--- config.mk ---
export PLATFORM = sky130hd
export DESIGN_NAME = muldiv_unit
export DESIGN_NICKNAME = d
export VERILOG_FILES = /design/src/rtl/muldiv_unit.sv
export SDC_FILE = /design/constraint.sdc
export NUM_CORES = 1
export LEC_CHECK = 0
export CORE_MARGIN = 3
export CORE_UTILIZATION = 30
export CTS_CLUSTER_DIAMETER = 150
export CTS_CLUSTER_SIZE = 8
export DETAILED_ROUTE_END_ITERATION = 10
export SYNTH_ARGS = -nofsm -noshare
export SYNTH_HDL_FRONTEND = slang
export SYNTH_SLANG_ARGS = --single-unit
--- constraint.sdc ---
create_clock -name clk -period 4.1 [get_ports clk]
set_clock_uncertainty 0.15 [all_clocks]
set_input_delay 0.82 -clock clk [delete_from_list [all_inputs] [get_ports clk]]
set_output_delay 0.82 -clock clk [all_outputs]
set_load 0.005 [all_outputs]
--- src/rtl/muldiv_unit.sv ---
`default_nettype none
// ============================================================================
//  Module      : muldiv_unit
//  Description : Iterative multiply/divide unit with architectural HI/LO
//                registers. Executes MULT, MULTU, DIV and DIVU with a fixed
//                latency of WIDTH+2 edges: one launch edge, WIDTH shift-add
//                or restoring-divide steps, and one sign-fix/writeback edge.
//  Ports       : clk, rst            - clock, synchronous active-high reset
//                start, op           - launch request and opcode (IDLE only)
//                rs_data, rt_data    - multiplicand/dividend, multiplier/divisor
//                abort               - cancels an in-flight op
//                mthi/mtlo, *_wdata  - direct HI/LO writes (IDLE only)
//                hi, lo              - architectural HI/LO
//                busy                - op in flight (registered)
//                done                - one-cycle pulse when new HI/LO visible
//  Revision    : 1.0 - initial release
// ============================================================================
module muldiv_unit #(
    parameter int WIDTH = 32
) (
    input  logic             clk,
    input  logic             rst,
    input  logic             start,
    input  logic [1:0]       op,
    input  logic [WIDTH-1:0] rs_data,
    input  logic [WIDTH-1:0] rt_data,
    input  logic             abort,
    input  logic             mthi,
    input  logic             mtlo,
    input  logic [WIDTH-1:0] hi_wdata,
    input  logic [WIDTH-1:0] lo_wdata,
    output logic [WIDTH-1:0] hi,
    output logic [WIDTH-1:0] lo,
    output logic             busy,
    output logic             done
);

    localparam int CNT_W = $clog2(WIDTH) + 1;

    typedef enum logic [1:0] {
        S_IDLE = 2'd0,
        S_RUN  = 2'd1,
        S_FIX  = 2'd2
    } state_t;

    state_t             r_state;
    state_t             w_state_next;

    logic [CNT_W-1:0]   r_cnt;
    logic               r_is_div;
    logic               r_neg_q;     // product / quotient must be negated
    logic               r_neg_r;     // remainder must be negated
    logic               r_div0;
    logic [WIDTH-1:0]   r_opnd;      // |multiplicand| or |divisor|
    // Multiply: {partial product high, remaining multiplier bits}.
    // Divide  : {partial remainder, dividend bits becoming quotient bits}.
    logic [2*WIDTH-1:0] r_acc;

    // ------------------------------------------------------------------
    // Operand conditioning at launch
    // ------------------------------------------------------------------
    logic             w_signed;
    logic             w_rs_neg;
    logic             w_rt_neg;
    logic [WIDTH-1:0] w_rs_abs;
    logic [WIDTH-1:0] w_rt_abs;
    logic             w_launch;
    logic             w_fix_wr;

    assign w_signed = ~op[0];
    assign w_rs_neg = w_signed & rs_data[WIDTH-1];
    assign w_rt_neg = w_signed & rt_data[WIDTH-1];
    // |MIN| wraps to MIN, which read as unsigned is exactly 2^(WIDTH-1).
    assign w_rs_abs = w_rs_neg ? -rs_data : rs_data;
    assign w_rt_abs = w_rt_neg ? -rt_data : rt_data;

    assign w_launch = (r_state == S_IDLE) & start & ~abort;
    assign w_fix_wr = (r_state == S_FIX) & ~abort;

    // ------------------------------------------------------------------
    // One iteration step
    // ------------------------------------------------------------------
    logic [WIDTH:0]       w_mul_sum;
    logic [2*WIDTH-1:0]   w_mul_next;
    logic [WIDTH:0]       w_rem_sh;
    logic [WIDTH:0]       w_diff;
    logic [2*WIDTH-1:0]   w_div_next;

    assign w_mul_sum  = {1'b0, r_acc[2*WIDTH-1:WIDTH]}
                      + (r_acc[0] ? {1'b0, r_opnd} : {(WIDTH+1){1'b0}});
    assign w_mul_next = {w_mul_sum, r_acc[WIDTH-1:1]};

    // Remainder is always < divisor, so the shifted value fits WIDTH+1 bits
    // and the top bit of the difference is a clean borrow flag.
    assign w_rem_sh   = {r_acc[2*WIDTH-1:WIDTH], r_acc[WIDTH-1]};
    assign w_diff     = w_rem_sh - {1'b0, r_opnd};
    assign w_div_next = w_diff[WIDTH]
                      ? {w_rem_sh[WIDTH-1:0], r_acc[WIDTH-2:0], 1'b0}
                      : {w_diff[WIDTH-1:0],   r_acc[WIDTH-2:0], 1'b1};

    // ------------------------------------------------------------------
    // Sign correction at FIX
    // ------------------------------------------------------------------
    logic [2*WIDTH-1:0] w_prod_fix;
    logic [WIDTH-1:0]   w_quo_fix;
    logic [WIDTH-1:0]   w_rem_fix;

    assign w_prod_fix = r_neg_q ? -r_acc : r_acc;
    // Divide by zero: the restoring loop already leaves the dividend
    // magnitude in the remainder; the quotient is forced to all ones.
    assign w_quo_fix  = r_div0  ? {WIDTH{1'b1}}
                      : (r_neg_q ? -r_acc[WIDTH-1:0] : r_acc[WIDTH-1:0]);
    assign w_rem_fix  = r_neg_r ? -r_acc[2*WIDTH-1:WIDTH] : r_acc[2*WIDTH-1:WIDTH];

    // ------------------------------------------------------------------
    // FSM
    // ------------------------------------------------------------------
    always_comb begin
        w_state_next = r_state;
        case (r_state)
            S_IDLE: if (start && !abort) w_state_next = S_RUN;
            S_RUN: begin
                if (abort)                       w_state_next = S_IDLE;
                else if (r_cnt == CNT_W'(1))     w_state_next = S_FIX;
            end
            S_FIX:   w_state_next = S_IDLE;
            default: w_state_next = S_IDLE;
        endcase
    end

    always_ff @(posedge clk) begin
        if (rst) r_state <= S_IDLE;
        else     r_state <= w_state_next;
    end

    // ------------------------------------------------------------------
    // Datapath and architectural registers
    // ------------------------------------------------------------------
    always_ff @(posedge clk) begin
        if (rst) begin
            hi       <= '0;
            lo       <= '0;
            busy     <= 1'b0;
            done     <= 1'b0;
            r_cnt    <= '0;
            r_is_div <= 1'b0;
            r_neg_q  <= 1'b0;
            r_neg_r  <= 1'b0;
            r_div0   <= 1'b0;
            r_opnd   <= '0;
            r_acc    <= '0;
        end else begin
            busy <= (w_state_next != S_IDLE);
            done <= w_fix_wr;

            if (r_state == S_IDLE) begin
                if (mthi) hi <= hi_wdata;
                if (mtlo) lo <= lo_wdata;
            end

            if (w_launch) begin
                r_cnt    <= CNT_W'(WIDTH);
                r_is_div <= op[1];
                r_neg_q  <= w_rs_neg ^ w_rt_neg;
                r_neg_r  <= w_rs_neg;
                r_div0   <= op[1] & (rt_data == '0);
                if (op[1]) begin
                    r_opnd <= w_rt_abs;
                    r_acc  <= {{WIDTH{1'b0}}, w_rs_abs};
                end else begin
                    r_opnd <= w_rs_abs;
                    r_acc  <= {{WIDTH{1'b0}}, w_rt_abs};
                end
            end else if ((r_state == S_RUN) && !abort) begin
                r_acc <= r_is_div ? w_div_next : w_mul_next;
                r_cnt <= r_cnt - CNT_W'(1);
            end

            if (w_fix_wr) begin
                if (r_is_div) begin
                    hi <= w_rem_fix;
                    lo <= w_quo_fix;
                end else begin
                    hi <= w_prod_fix[2*WIDTH-1:WIDTH];
                    lo <= w_prod_fix[WIDTH-1:0];
                end
            end
        end
    end

endmodule
`default_nettype wire

# Yosys cells after proc, flatten, opt, wreduce, memory -nomap -nowiden
# Cells that the tools add are included.
# word_totals
elab_cells	73
regBits	174
output_inout_bits	66
input_bits	136
# classes
mux	27
n_reduce_logical	13
n_eq_ne	3
add_sub_neg	8
bitwise_logic	9
# op_table
cell	n
two-way mux 32 bit	16
two-way mux 64 bit	5
negation 32 bit	4
negation 64 bit	1
adder 32 x 32 -> 33 bit	1
subtractor 33 x 32 -> 33 bit	1
zero test 32 bit	1
two-way mux 6 bit	2
nonzero test 2 bit	5
bitwise AND 1 bit	6
== test 6 x 1 -> 1 bit, second input constant	1
two-way mux 2 bit	3
subtractor 6 x 1 -> 6 bit, second input constant	1
one-hot mux 2 bit (2 select lines)	1
AND reduction 2 bit	2
== test 2 x 1 -> 1 bit, second input constant	1
== test 2 bit, second input constant	1
logical AND 1 bit	2
zero test 2 bit	1
inverter 1 bit	2
OR reduction 2 bit	1
zero test 1 bit	1
XOR 1 bit	1

# Depth between registers and ports, before layout
# Gate-level depths: netlist of run 1.
# logic_depth
ltp_word	5
depth_mapped	15
ltp_nobuf	13

# Worst setup path after synthesis of run 1
# Ideal clock, no wire load.
# synth_path
path_type	register to register
from	register r_acc[0]
to	register r_acc[60]
period_less_slack_ns	3.352
path_slack_ns	0.748
arrival_ns	3.128
path_buffers	3
path_stages_with_launch	16
path_cell_list	dfxtp_1 clkbuf_1 inv_1 clkbuf_1 nor2_1 ha_1 clkbuf_1 or3_1 o2111ai_1 a2111oi_0 nor3_1 o31a_1 o21bai_1 xnor2_1 or3_1 a31oi_1
# synth_between
elab_chain_len	5
# synth_lines
element	line	source
from (decl)	57	logic [2*WIDTH-1:0] r_acc;
from (signal assigned)	169	r_acc <= {{WIDTH{1'b0}}, w_rs_abs};
from (signal assigned)	172	r_acc <= {{WIDTH{1'b0}}, w_rt_abs};
from (signal assigned)	175	r_acc <= r_is_div ? w_div_next : w_mul_next;
two-way mux 32 bit	90	+ (r_acc[0] ? {1'b0, r_opnd} : {(WIDTH+1){1'b0}});
adder 32 x 32 -> 33 bit	90	
two-way mux 64 bit	175	
two-way mux 64 bit	174	end else if ((r_state == S_RUN) && !abort) begin
two-way mux 64 bit	161	if (w_launch) begin
# Every way passes these cells. The select of a mux whose other input is x is not followed.
# A chain may end at the register's enable or synchronous reset.

# Final worst setup path of run 1
# layout_path
from	register r_opnd[3]
to	register r_acc[63]
# layout_between
elab_chain_len	5
elab_cells_between_ends	7
classes_between	add/sub: 2; mux: 5
# layout_lines
element	line	source
from (decl)	54	logic [WIDTH-1:0] r_opnd;
from (signal assigned)	168	r_opnd <= w_rt_abs;
from (signal assigned)	171	r_opnd <= w_rs_abs;
subtractor 33 x 32 -> 33 bit or two-way mux 32 bit (tied branches)	96, 90	
two-way mux 64 bit or adder 32 x 32 -> 33 bit (tied branches)	98, 90	
two-way mux 64 bit *	175	
two-way mux 64 bit *	174	
two-way mux 64 bit *	161	
# Mark *: on every way between the ends. The rest lies on a longest branch, timed or not. The select of a mux whose other input is x is not followed.

==> impl_metrics.sql, run 1 <==
INSERT INTO impl_metrics (metric_group, metric, value, unit) VALUES
('outcome', 'run_status', 'complete, no violations', ''),
('finish', 'areaGrowthSynthToFinish', '23.8', '%'),
('cts', 'cts_htree_levels', '4', ''),
('yosys', 'yosysTopAreaCell', 'sky130_fd_sc_hd__dfxtp_1', ''),
('place', 'dp.final_hpwl', '44800', 'microns'),
('power_and_ir_drop', 'power.share.clock', '32.2', '%'),
('sta', 'count_of_pins_over_their_slew_limit', '0', ''),
('yosys', 'synthTopCellsByCount', 'sky130_fd_sc_hd__nand2_1 (239), sky130_fd_sc_hd__nor2_1 (236), sky130_fd_sc_hd__a21oi_1 (214)', ''),
('yosys', 'post-synth-top-count-cell', 'sky130_fd_sc_hd__nand2_1', ''),
('setup_path', 'end_kind', 'flop', ''),
('sta', 'max_slew_margin', '43.2', '%'),
('cts', 'clock_sinks', '174', ''),
('min_path', 'worst_hold_path_type', 'reg -> reg', ''),
('yosys', 'syn-mean-instance-area', '7.23', 'sq um'),
('power_and_ir_drop', 'switching_power', '1.82', 'mW'),
('die', 'row_count', '81', ''),
('routing', 'vias_per_instance', '5.49', ''),
('finish', 'layout.core_utilization', '37.7', '%'),
('power_and_ir_drop', 'share_comb_of_total_power', '31.4', '%'),
('yosys', 'ys_dominant_reg_cell', 'sky130_fd_sc_hd__dfxtp_1', ''),
('power_and_ir_drop', 'ir_worst_vdd', '0.000239', 'V'),
('routing', 'vias', '15950', ''),
('yosys', 'synth.area.top_cells', 'sky130_fd_sc_hd__dfxtp_1 (23%), sky130_fd_sc_hd__a21oi_1 (7.2%), sky130_fd_sc_hd__nand2_1 (6.0%), sky130_fd_sc_hd__nor2_1 (5.9%), sky130_fd_sc_hd__ha_1 (5.8%)', ''),
('yosys', 'synthesis.yosys.warnings', '0', ''),
('die', 'pin_count', '202', ''),
('yosys', 'ys_seq_area_share', '23.3', '%'),
('die', 'dieWidth', '229', 'microns'),
('cts', 'cts.path.max_buffers', '2', ''),
('yosys', 'synth.ff_latch_count', '174', ''),
('die', 'dieArea', '52600', 'sq um'),
('setup_path', 'cp-start-kind', 'flop', ''),
('global_routing', 'antenna_found_initial', '2', ''),
('global_routing', 'grt_first_pass_wirelength', '87900', 'microns'),
('place', 'postPlaceCellArea', '18000', 'sq um'),
('power_and_ir_drop', 'powerDensity', '278', 'nW/um^2'),
('global_routing', 'groute.usage.overall', '21.1', '%'),
('routing', 'detail_route.iter0.violations', '1313', ''),
('die', 'core_region_area', '49200', 'sq um'),
('die', 'die_height', '229', 'microns'),
('routing', 'sum_of_routed_wire_length_over_all_layers', '57600', 'microns'),
('yosys', 'synth.cell_area', '15000', 'sq um'),
('routing', 'post_drt_antenna_nets', '0', ''),
('routing', 'route.detailed.drc', '0', ''),
('sta', 'post-route-period-util', '95.4', '%'),
('routing', 'wl_per_cell', '19.8', 'microns'),
('yosys', 'synth_enable_flop_cells', '0', ''),
('place', 'port_buffers', '201', ''),
('finish', 'drive_gt1_share', '6.29', '%'),
('cts', 'clk_latency', '0.46', 'ns'),
('place', 'place.gp.congestion', '0.935', ''),
('sta', 'fmax', '256', 'MHz'),
('power_and_ir_drop', 'power.share.sequential', '36.4', '%'),
('sta', 'setup_total_negative_slack', '0', 'ns'),
('sta', 'timing.final.ws_setup', '0.188', 'ns'),
('sta', 'setup_repair_after_global_routing_missed_its_margin', 'no', ''),
('power_and_ir_drop', 'power.share.switching', '35.3', '%'),
('yosys', 'fraction_of_registers_with_async_set_or_reset_after_synthesis', '0', '%'),
('cts', 'cts_post_setup_buffers_inserted', '0', ''),
('cts', 'clock_tree.root_cell', 'sky130_fd_sc_hd__clkbuf_16', ''),
('yosys', 'netlist_instances', '2072', ''),
('sta', 'worst-slew-pin-transition', '0.853', 'ns'),
('global_routing', 'via_count_of_the_first_global_routing_pass', '14896', ''),
('yosys', 'synth.distinct_cells', '72', ''),
('power_and_ir_drop', 'cellInternalPower', '3.33', 'mW'),
('cts', 'tritoncts', 'done', ''),
('global_routing', 'grt_start_max_net_pins', '83', ''),
('cts', 'clk_transition_reported_paths', '0.08', 'ns'),
('finish', 'finalNetCount', '2436', ''),
('routing', 'drtPass1Iterations', '5', ''),
('die', 'floorplan.initialDensity', '30.5', '%'),
('sta', 'timing_hold_violations_final', '0', '');
path summary, 6_finish.rpt:
| path | startpoint | endpoint | slack (ns) | depth (start not counted) |
|---|---|---|---|---|
| min | lo[14] | lo[14] | 0.30 | 2 |
| min reg2reg | lo[14] | lo[14] | 0.30 | 2 |
| max | r_opnd[3] | r_acc[63] | 0.19 | 13 |
| max reg2reg | r_opnd[3] | r_acc[63] | 0.19 | 13 |
per-stage QoR:
stage	total power, mW	hold slack (ns)	cells
2_1_floorplan	2.83	0.282	2072
4_1_cts	5.16	0.305	2905
6_report	5.15	0.301	2907
3_3_place_gp	3.49	0.290	2873
5_1_grt	5.39	0.323	2906
3_5_place_dp	3.51	0.295	2873
power by group through the flow:
stage / Clock, mW / Sequential (mW) / Combinational (mW)
global route: 1.75 / 1.89 / 1.76
finish: 1.66 / 1.88 / 1.61
floorplan: 0 / 1.88 / 0.952
global placement: 0 / 1.91 / 1.58
detailed placement: 0 / 1.91 / 1.59
CTS: 1.69 / 1.87 / 1.60
cells in the final DEF, fill, tap and decap left out, types with 63 or more instances in the layout:
master	synthesis	routed
sky130_fd_sc_hd__o211ai_1	63	63
sky130_fd_sc_hd__inv_1	65	65
sky130_fd_sc_hd__nand2_1	239	239
sky130_fd_sc_hd__xor2_1	74	74
sky130_fd_sc_hd__o21ai_0	114	114
sky130_fd_sc_hd__xnor2_1	100	100
sky130_fd_sc_hd__buf_4	0	72
sky130_fd_sc_hd__ha_1	70	70
sky130_fd_sc_hd__clkdlybuf4s50_1	0	199
sky130_fd_sc_hd__dfxtp_1	174	173
sky130_fd_sc_hd__nor2_1	236	234
sky130_fd_sc_hd__a21oi_1	214	214
sky130_fd_sc_hd__mux2i_1	86	86
critical path, stage by stage, from the launching register on:
cell                        delay, ns
sky130_fd_sc_hd__dfxtp_1         0.40
sky130_fd_sc_hd__inv_1           0.10
sky130_fd_sc_hd__ha_1            0.34
sky130_fd_sc_hd__o21ai_0         0.15
sky130_fd_sc_hd__a2111oi_2       0.59
sky130_fd_sc_hd__buf_4           0.21
sky130_fd_sc_hd__nor2_1          0.04
sky130_fd_sc_hd__a2111oi_1       0.55
sky130_fd_sc_hd__nor2_1          0.29
sky130_fd_sc_hd__o41ai_1         0.41
sky130_fd_sc_hd__buf_4           0.18
sky130_fd_sc_hd__xor2_1          0.17
sky130_fd_sc_hd__mux2i_1         0.11
sky130_fd_sc_hd__a21boi_0        0.15
what timing repair did:
| action | CTS | global route |
|---|---|---|
| endpoints found under the setup margin | 1 | 2 |
| gates resized for setup | 1 | 2 |
| endpoints found under the hold margin | 0 | 0 |
state kept, by name (all words and copies together), names as in the netlist:
signal,flops
r_acc,64
hi,32
lo,32
r_opnd,32
r_cnt,6
r_state,2
busy,1
done,1
r_div0,1
r_is_div,1
r_neg_q,1
r_neg_r,1
final cells by class:
class | count | area [sq um] | area share [%]
diodes | 2 | 5.00 | 0.0270
clock buffers | 20 | 457 | 2.46
clock inverters | 12 | 121 | 0.654
inverters | 66 | 248 | 1.34
multi-input cells | 1691 | 10700 | 57.9
flip-flops and latches | 174 | 3480 | 18.8
well taps | 664 | 831 | 4.48
repair buffers | 278 | 2660 | 14.3
per-layer routing:
layer	routed length [microns]	track usage (%)	vias to the layer above	part of all wire (%)
li1	-	-	7805	-
met1	27000	29.5	7572	47
met2	26000	33.7	523	45
met3	3430	3.20	50	6.0
met4	1140	5.94	0	2.0
met5	0	0	-	0
cell families (layout without fill, tap and decap cells):
group / count (synthesis) / after routing / share of synthesized area [%]
simple gates: 711 / 711 / 21.8
mux: 90 / 90 / 6.05
compound gates: 644 / 644 / 27.4
buf+inv: 207 / 376 / 5.20
other cells: 0 / 2 / 0
flops: 174 / 174 / 23.3
xor+xnor: 174 / 174 / 10.2
fa+ha+maj: 72 / 72 / 6.12
No activity file was read; power rests on OpenSTA's default activity.
==> run 2: changes to the inputs <==
- CELL_PAD_IN_SITES_DETAIL_PLACEMENT: unset -> 1
- CELL_PAD_IN_SITES_GLOBAL_PLACEMENT: unset -> 1
- PLACE_DENSITY_LB_ADDON: unset -> 0.1
- REMOVE_ABC_BUFFERS: unset -> 1
- clock period: 4.1 -> 4.6 ns (I/O delays scaled with it)
==> run 2 against run 1 <==
Effect of this change: die area is the same; global-route usage up 2.4 points; clock power down 13%; setup slack better by 0.50 ns; final area is 1.2% lower; non-clock buffer count decreased by 24; first-iteration DRC count decreased by 36%; flip-flop and latch count unchanged; highest routed layer unchanged.
==> impl_metrics.sql, run 2 (synthesized netlist as in run 1, its figures left out) <==
INSERT INTO impl_metrics (metric_group, metric, value, unit) VALUES
('flow_run', 'max-cap-violations', '0', ''),
('cts', 'cts.path.max_buffers', '2', ''),
('power_and_ir_drop', 'total_leakage_power', '7.07', 'nW'),
('global_routing', 'antenna_found_initial', '3', ''),
('min_path', 'worstHoldEndpoint', 'lo[28]', ''),
('power_and_ir_drop', 'ir_worst_vdd', '0.000278', 'V'),
('global_routing', 'via_count_of_the_first_global_routing_pass', '16442', ''),
('cts', 'cts_htree_levels', '4', ''),
('sta', 'max_slew_margin', '37.9', '%'),
('place', 'place.gp.congestion', '0.884', ''),
('cts', 'clk_latency', '0.50', 'ns'),
('routing', 'sum_of_routed_wire_length_over_all_layers', '62600', 'microns'),
('die', 'dieWidth', '229', 'microns'),
('setup_path', 'worst-setup-path-type', 'reg -> reg', ''),
('setup_path', 'rr_endpoint', 'r_acc[62]', ''),
('power_and_ir_drop', 'switching_power', '1.58', 'mW'),
('finish', 'finalNetCount', '2412', ''),
('routing', 'post_drt_antenna_nets', '0', ''),
('power_and_ir_drop', 'powerDensity', '246', 'nW/um^2'),
('die', 'row_count', '81', ''),
('setup_path', 'end_kind', 'flop', ''),
('setup_path', 'slowest_stage', 'sky130_fd_sc_hd__a2111oi_0', ''),
('place', 'dp.final_hpwl', '48900', 'microns'),
('setup_path', 'cp_max_fo', '16', ''),
('setup_path', 'cp-start-kind', 'flop', ''),
('cts', 'tritoncts.num_buffers', '17', ''),
('cts', 'post_cts_resize_count', '0', ''),
('min_path', 'hold_path_startpoint', 'lo[28]', ''),
('sta', 'finalWorstPathRequiredPeriod', '3.92', 'ns'),
('setup_path', 'critical_path.most_common_cell', 'sky130_fd_sc_hd__buf_4', ''),
('die', 'core_region_area', '49200', 'sq um'),
('sta', 'setup_repair_after_global_routing_missed_its_margin', 'no', ''),
('power_and_ir_drop', 'power.share.switching', '35.2', '%'),
('global_routing', 'grt_first_pass_wirelength', '97300', 'microns'),
('routing', 'route.detailed.drc', '0', ''),
('sta', 'count_of_pins_over_their_slew_limit', '0', ''),
('finish', 'areaGrowthSynthToFinish', '22.4', '%'),
('routing', 'drtPass1Iterations', '6', ''),
('finish', 'final_cell_count_no_fill', '2883', ''),
('die', 'dieArea', '52600', 'sq um'),
('finish', 'final_cell_mix', 'sky130_fd_sc_hd__nand2_1 (239), sky130_fd_sc_hd__nor2_1 (234), sky130_fd_sc_hd__a21oi_1 (214)', ''),
('setup_path', 'reg2reg_slack', '0.68', 'ns'),
('finish', 'layout.core_utilization', '37.3', '%'),
('place', 'port_buffers', '201', ''),
('finish', 'fillers', '6037', ''),
('die', 'floorplan.initialDensity', '30.5', '%'),
('power_and_ir_drop', 'power.share.sequential', '37.1', '%'),
('sta', 'timing_hold_violations_final', '0', ''),
('routing', 'vias_per_instance', '5.54', ''),
('setup_path', 'required_time_of_the_critical_path', '4.84', 'ns'),
('global_routing', 'grt_overflow', '0', ''),
('cts', 'clk_transition_reported_paths', '0.08', 'ns'),
('sta', 'fmax', '255', 'MHz'),
('die', 'pin_count', '202', ''),
('setup_path', 'critical_register_to_register_path_startpoint', 'r_acc[0]', ''),
('power_and_ir_drop', 'power.share.clock', '32.2', '%'),
('finish', 'max_flop_register', 'r_acc', ''),
('sta', 'setup_viol', '0', ''),
('place', 'dp.cells', '2849', ''),
('finish', 'layout_commonest_cell', 'sky130_fd_sc_hd__nand2_1', ''),
('setup_path', 'path_cells', 'inv_1 > buf_4 > nor2_1 > ha_1 > o2111ai_1 > a2111oi_0 > buf_4 > nor3_1 > o31a_1 > o21ai_0 > xor2_1 > o21a_1 > a22o_1', ''),
('routing', 'detail_route.iter0.violations', '838', ''),
('power_and_ir_drop', 'share_comb_of_total_power', '30.7', '%'),
('cts', 'clock_tree.root_cell', 'sky130_fd_sc_hd__clkbuf_16', ''),
('setup_path', 'rr_worst_depth', '13', ''),
('min_path', 'worstHoldPathCells', '2', ''),
('min_path', 'worst_hold_path_type', 'reg -> reg', ''),
('sta', 'post-route-period-util', '85.1', '%'),
('routing', 'wl_per_cell', '21.7', 'microns'),
('global_routing', 'groute.usage.overall', '23.6', '%'),
('cts', 'clock_sinks', '174', ''),
('finish', 'largest_register_ff_count', '64', ''),
('setup_path', 'timing.critical_path.arrival', '4.15', 'ns'),
('outcome', 'run_status', 'complete, no violations', ''),
('sta', 'setup_total_negative_slack', '0', 'ns'),
('sta', 'worst-slew-pin-transition', '0.929', 'ns'),
('global_routing', 'grt_start_max_net_pins', '111', ''),
('cts', 'cts_hold_bufs', '0', ''),
('finish', 'drive_gt1_share', '5.14', '%'),
('die', 'die_height', '229', 'microns'),
('power_and_ir_drop', 'cellInternalPower', '2.92', 'mW'),
('cts', 'tritoncts', 'done', ''),
('routing', 'vias', '15974', ''),
('setup_path', 'max_stage_delay', '0.58', 'ns'),
('cts', 'cts_post_setup_buffers_inserted', '0', '');
## run 2: changes by cell type in the layout (fill, tap and decap cells not counted), moves of 2 or more
cell and change:
sky130_fd_sc_hd__inv_8 -4, sky130_fd_sc_hd__buf_4 -24, sky130_fd_sc_hd__clkbuf_1 +2, sky130_fd_sc_hd__inv_6 +2, sky130_fd_sc_hd__a2111oi_0 +2
## run 2: area by class of cell
class	instances	area, sq um	share of cell area, %
Antenna cell	2	5.00	0.0273
Clock buffer	23	478	2.61
Multi-Input combinational cell	1691	10700	58.6
Clock inverter	9	73.8	0.403
Inverter	66	248	1.35
Timing Repair Buffer	254	2480	13.5
Sequential cell	174	3480	19.0
Tap cell	664	831	4.53
## run 2: worst max-delay path, delay by kind of cell (launching register included)
kind                       cells  cell delay (ns)
AOI/OAI and AO/OA              6             1.74
buffers and inverters          3             0.95
adders and majority gates      1             0.37
DFF                            1             0.31
and+or+nand+nor                2             0.15
xor gates and xnor gates       1             0.12
## run 2: worst max path at each step
| stage | startpoint | endpoint | slack, ns | depth (start not counted) |
|---|---|---|---|---|
| floorplan | abort | r_opnd[29] | -2.79 | 4 |
| global placement | rs_data[0] | r_opnd[29] | 0.48 | 9 |
| detailed placement | rs_data[0] | r_opnd[29] | 0.41 | 9 |
| CTS | r_acc[0] | r_acc[62] | 0.69 | 13 |
| global route | r_acc[0] | r_acc[60] | 0.32 | 13 |
| finish | r_acc[0] | r_acc[62] | 0.68 | 13 |
## run 2: power by group through the flow
stage	clock network [mW]	logic (mW)	registers, mW
2_1_floorplan	0	0.793	1.69
3_3_place_gp	0	1.37	1.71
3_5_place_dp	0	1.39	1.71
4_1_cts	1.50	1.39	1.67
5_1_grt	1.54	1.52	1.69
6_report	1.45	1.38	1.67
## run 2: stage by stage
step / hold WS, ns / cell area [sq um] / setup WS, ns / power, mW
after global routing: 0.329 / 18300 / 0.324 / 4.75
after detailed placement: 0.298 / 17800 / 0.414 / 3.10
after global placement: 0.291 / 17800 / 0.479 / 3.07
after CTS: 0.309 / 18300 / 0.690 / 4.56
final: 0.303 / 18300 / 0.685 / 4.51
after floorplan: 0.276 / 14400 / -2.79 / 2.49
## run 2: layer usage
| metal | track usage, % | vias up | part of all wire [%] |
|---|---|---|---|
| met2 | 39.4 | 333 | 47 |
| met3 | 3.54 | 89 | 4.3 |
| li1 | - | 7744 | - |
| met1 | 30.7 | 7808 | 46 |
| met5 | 0 | - | 0 |
| met4 | 8.43 | 0 | 2.9 |
==> run 3: changes to the inputs <==
- MAX_ROUTING_LAYER: unset -> met4
==> run 3 against run 2 <==
Effect of this change: critical path type unchanged; combinational power about the same; final cell count grew 0.17%; global-route usage up 0.63 points.
==> impl_metrics.sql, run 3 (synthesized netlist as in run 1, its figures left out) <==
INSERT INTO impl_metrics (metric_group, metric, value, unit) VALUES
('place', 'port_buffers', '201', ''),
('die', 'dieWidth', '229', 'microns'),
('routing', 'wl_per_cell', '21.9', 'microns'),
('power_and_ir_drop', 'powerDensity', '255', 'nW/um^2'),
('global_routing', 'grt_start_max_net_pins', '97', ''),
('place', 'place.gp.congestion', '0.863', ''),
('finish', 'fillers', '6040', ''),
('flow_run', 'max-cap-violations', '0', ''),
('die', 'dieArea', '52600', 'sq um'),
('finish', 'antenna_cells', '0', ''),
('die', 'core_region_area', '49200', 'sq um'),
('sta', 'worst-slew-pin-transition', '0.966', 'ns'),
('routing', 'detail_route.iter0.violations', '884', ''),
('global_routing', 'grt_overflow', '0', ''),
('setup_path', 'cp-start-kind', 'flop', ''),
('routing', 'drtPass1Iterations', '5', ''),
('cts', 'clk_latency', '0.50', 'ns'),
('cts', 'cts_hold_bufs', '0', ''),
('routing', 'vias_per_instance', '5.50', ''),
('global_routing', 'grt_first_pass_wirelength', '96600', 'microns'),
('finish', 'largest_register_ff_count', '64', ''),
('outcome', 'run_status', 'complete, no violations', ''),
('routing', 'vias', '15881', ''),
('finish', 'final_cell_count_no_fill', '2888', ''),
('cts', 'cts_post_setup_buffers_inserted', '0', ''),
('finish', 'fin_area', '18400', 'sq um'),
('min_path', 'worst_hold_path_type', 'reg -> reg', ''),
('global_routing', 'via_count_of_the_first_global_routing_pass', '16402', ''),
('sta', 'timing_hold_violations_final', '0', ''),
('routing', 'sum_of_routed_wire_length_over_all_layers', '63100', 'microns'),
('finish', 'drive_gt1_share', '5.58', '%'),
('routing', 'route.detailed.drc', '0', ''),
('sta', 'setup_repair_after_global_routing_missed_its_margin', 'no', ''),
('setup_path', 'required_time_of_the_critical_path', '4.87', 'ns'),
('sta', 'timing.final.ws_setup', '0.659', 'ns'),
('power_and_ir_drop', 'ir_worst_vdd', '0.000216', 'V'),
('finish', 'max_flop_register', 'r_acc', ''),
('cts', 'clock_sinks', '174', ''),
('place', 'dpl_worst_slack', '0.381', 'ns'),
('sta', 'max_slew_margin', '35.6', '%'),
('cts', 'cts.path.max_buffers', '2', ''),
('routing', 'post_drt_antenna_nets', '0', ''),
('cts', 'tritoncts.num_buffers', '17', ''),
('finish', 'layout_commonest_cell', 'sky130_fd_sc_hd__nand2_1', ''),
('sta', 'post-route-period-util', '85.7', '%'),
('place', 'dp.cells', '2856', ''),
('power_and_ir_drop', 'total_leakage_power', '7.15', 'nW'),
('die', 'die_height', '229', 'microns'),
('sta', 'finalWorstPathRequiredPeriod', '3.94', 'ns'),
('place', 'postPlaceCellArea', '17800', 'sq um'),
('setup_path', 'cp_max_fo', '16', ''),
('die', 'row_count', '81', ''),
('setup_path', 'worst-setup-path-type', 'reg -> reg', ''),
('setup_path', 'timing.critical_path.arrival', '4.21', 'ns'),
('sta', 'setup_viol', '0', ''),
('finish', 'final_cell_mix', 'sky130_fd_sc_hd__nand2_1 (239), sky130_fd_sc_hd__nor2_1 (234), sky130_fd_sc_hd__a21oi_1 (214)', ''),
('die', 'floorplan.initialDensity', '30.5', '%'),
('sta', 'count_of_pins_over_their_slew_limit', '0', ''),
('finish', 'areaGrowthSynthToFinish', '23.1', '%'),
('cts', 'clk_transition_reported_paths', '0.08', 'ns'),
('cts', 'cts_htree_levels', '4', ''),
('finish', 'finalNetCount', '2419', ''),
('place', 'dp.final_hpwl', '49600', 'microns'),
('setup_path', 'end_kind', 'flop', ''),
('die', 'pin_count', '202', ''),
('cts', 'clock_tree.root_cell', 'sky130_fd_sc_hd__clkbuf_16', ''),
('cts', 'post_cts_resize_count', '0', ''),
('cts', 'tritoncts', 'done', ''),
('global_routing', 'groute.usage.overall', '24.2', '%'),
('sta', 'fmax', '254', 'MHz'),
('global_routing', 'antenna_found_initial', '0', '');
-- run 3: cell types whose count changed in the layout (fill, tap and decap cells not counted), sizes merged --
cell      change
diode         -2
clkinv        +2
bufinv        +3
clkinvlp      -2
buf           +7
clkbuf        -3
-- run 3: report_power, final --
group | internal (mW) | switching (mW)
Clock | 0.911 | 0.726
Combinational | 0.597 | 0.797
Sequential | 1.59 | 0.0848
Total | 3.10 | 1.61
-- run 3: path summary, 6_finish.rpt --
path / start / to / slack (ns) / depth (start not counted)
setup / recovery: r_acc[0] / r_acc[60] / 0.66 / 14
setup reg to reg: r_acc[0] / r_acc[60] / 0.66 / 14
hold / removal: lo[3] / lo[3] / 0.30 / 2
hold reg to reg: lo[3] / lo[3] / 0.30 / 2
-- run 3: routing by layer --
metal | vias to the layer above | part of all wire (%) | global-route usage, %
met3 | 77 | 4.3 | 4.39
met1 | 7778 | 46 | 30.4
met4 | 0 | 2.4 | 7.35
met5 | - | 0 | -
met2 | 273 | 47 | 39.5
li1 | 7753 | - | -
-- run 3: worst max-delay path: stages, from the launching register on --
cell and delay (ns):
sky130_fd_sc_hd__dfxtp_1 0.32, sky130_fd_sc_hd__inv_1 0.45, sky130_fd_sc_hd__nor2_1 0.11, sky130_fd_sc_hd__ha_1 0.39, sky130_fd_sc_hd__and4_1 0.21, sky130_fd_sc_hd__a211oi_1 0.29
sky130_fd_sc_hd__buf_4 0.18, sky130_fd_sc_hd__a2111oi_0 0.10, sky130_fd_sc_hd__buf_4 0.18, sky130_fd_sc_hd__nor3_1 0.43, sky130_fd_sc_hd__o31a_1 0.32, sky130_fd_sc_hd__o21bai_1 0.10
sky130_fd_sc_hd__xnor2_1 0.13, sky130_fd_sc_hd__or3_1 0.32, sky130_fd_sc_hd__a31oi_1 0.16
-- run 3: cell type report --
type / instances / area [sq um] / share of cell area, %
multi-input combinational: 1691 / 10700 / 58.2
sequential: 174 / 3480 / 18.9
timing repair buffer: 261 / 2500 / 13.6
tap: 664 / 831 / 4.50
clock buffer: 20 / 467 / 2.53
inverter: 66 / 248 / 1.34
clock inverter: 12 / 171 / 0.929
-- run 3: per-stage QoR --
| stage | TNS, ns | utilization [%] | hold WS (ns) | total power, mW |
|---|---|---|---|---|
| after floorplan | -145.64 | - | 0.276 | 2.49 |
| after global placement | 0 | 36.2 | 0.291 | 3.08 |
| after detailed placement | 0 | 36.2 | 0.297 | 3.10 |
| after CTS | 0 | 37.5 | 0.308 | 4.75 |
| after global routing | 0 | 37.5 | 0.329 | 4.94 |
| final | 0 | 37.5 | 0.304 | 4.70 |
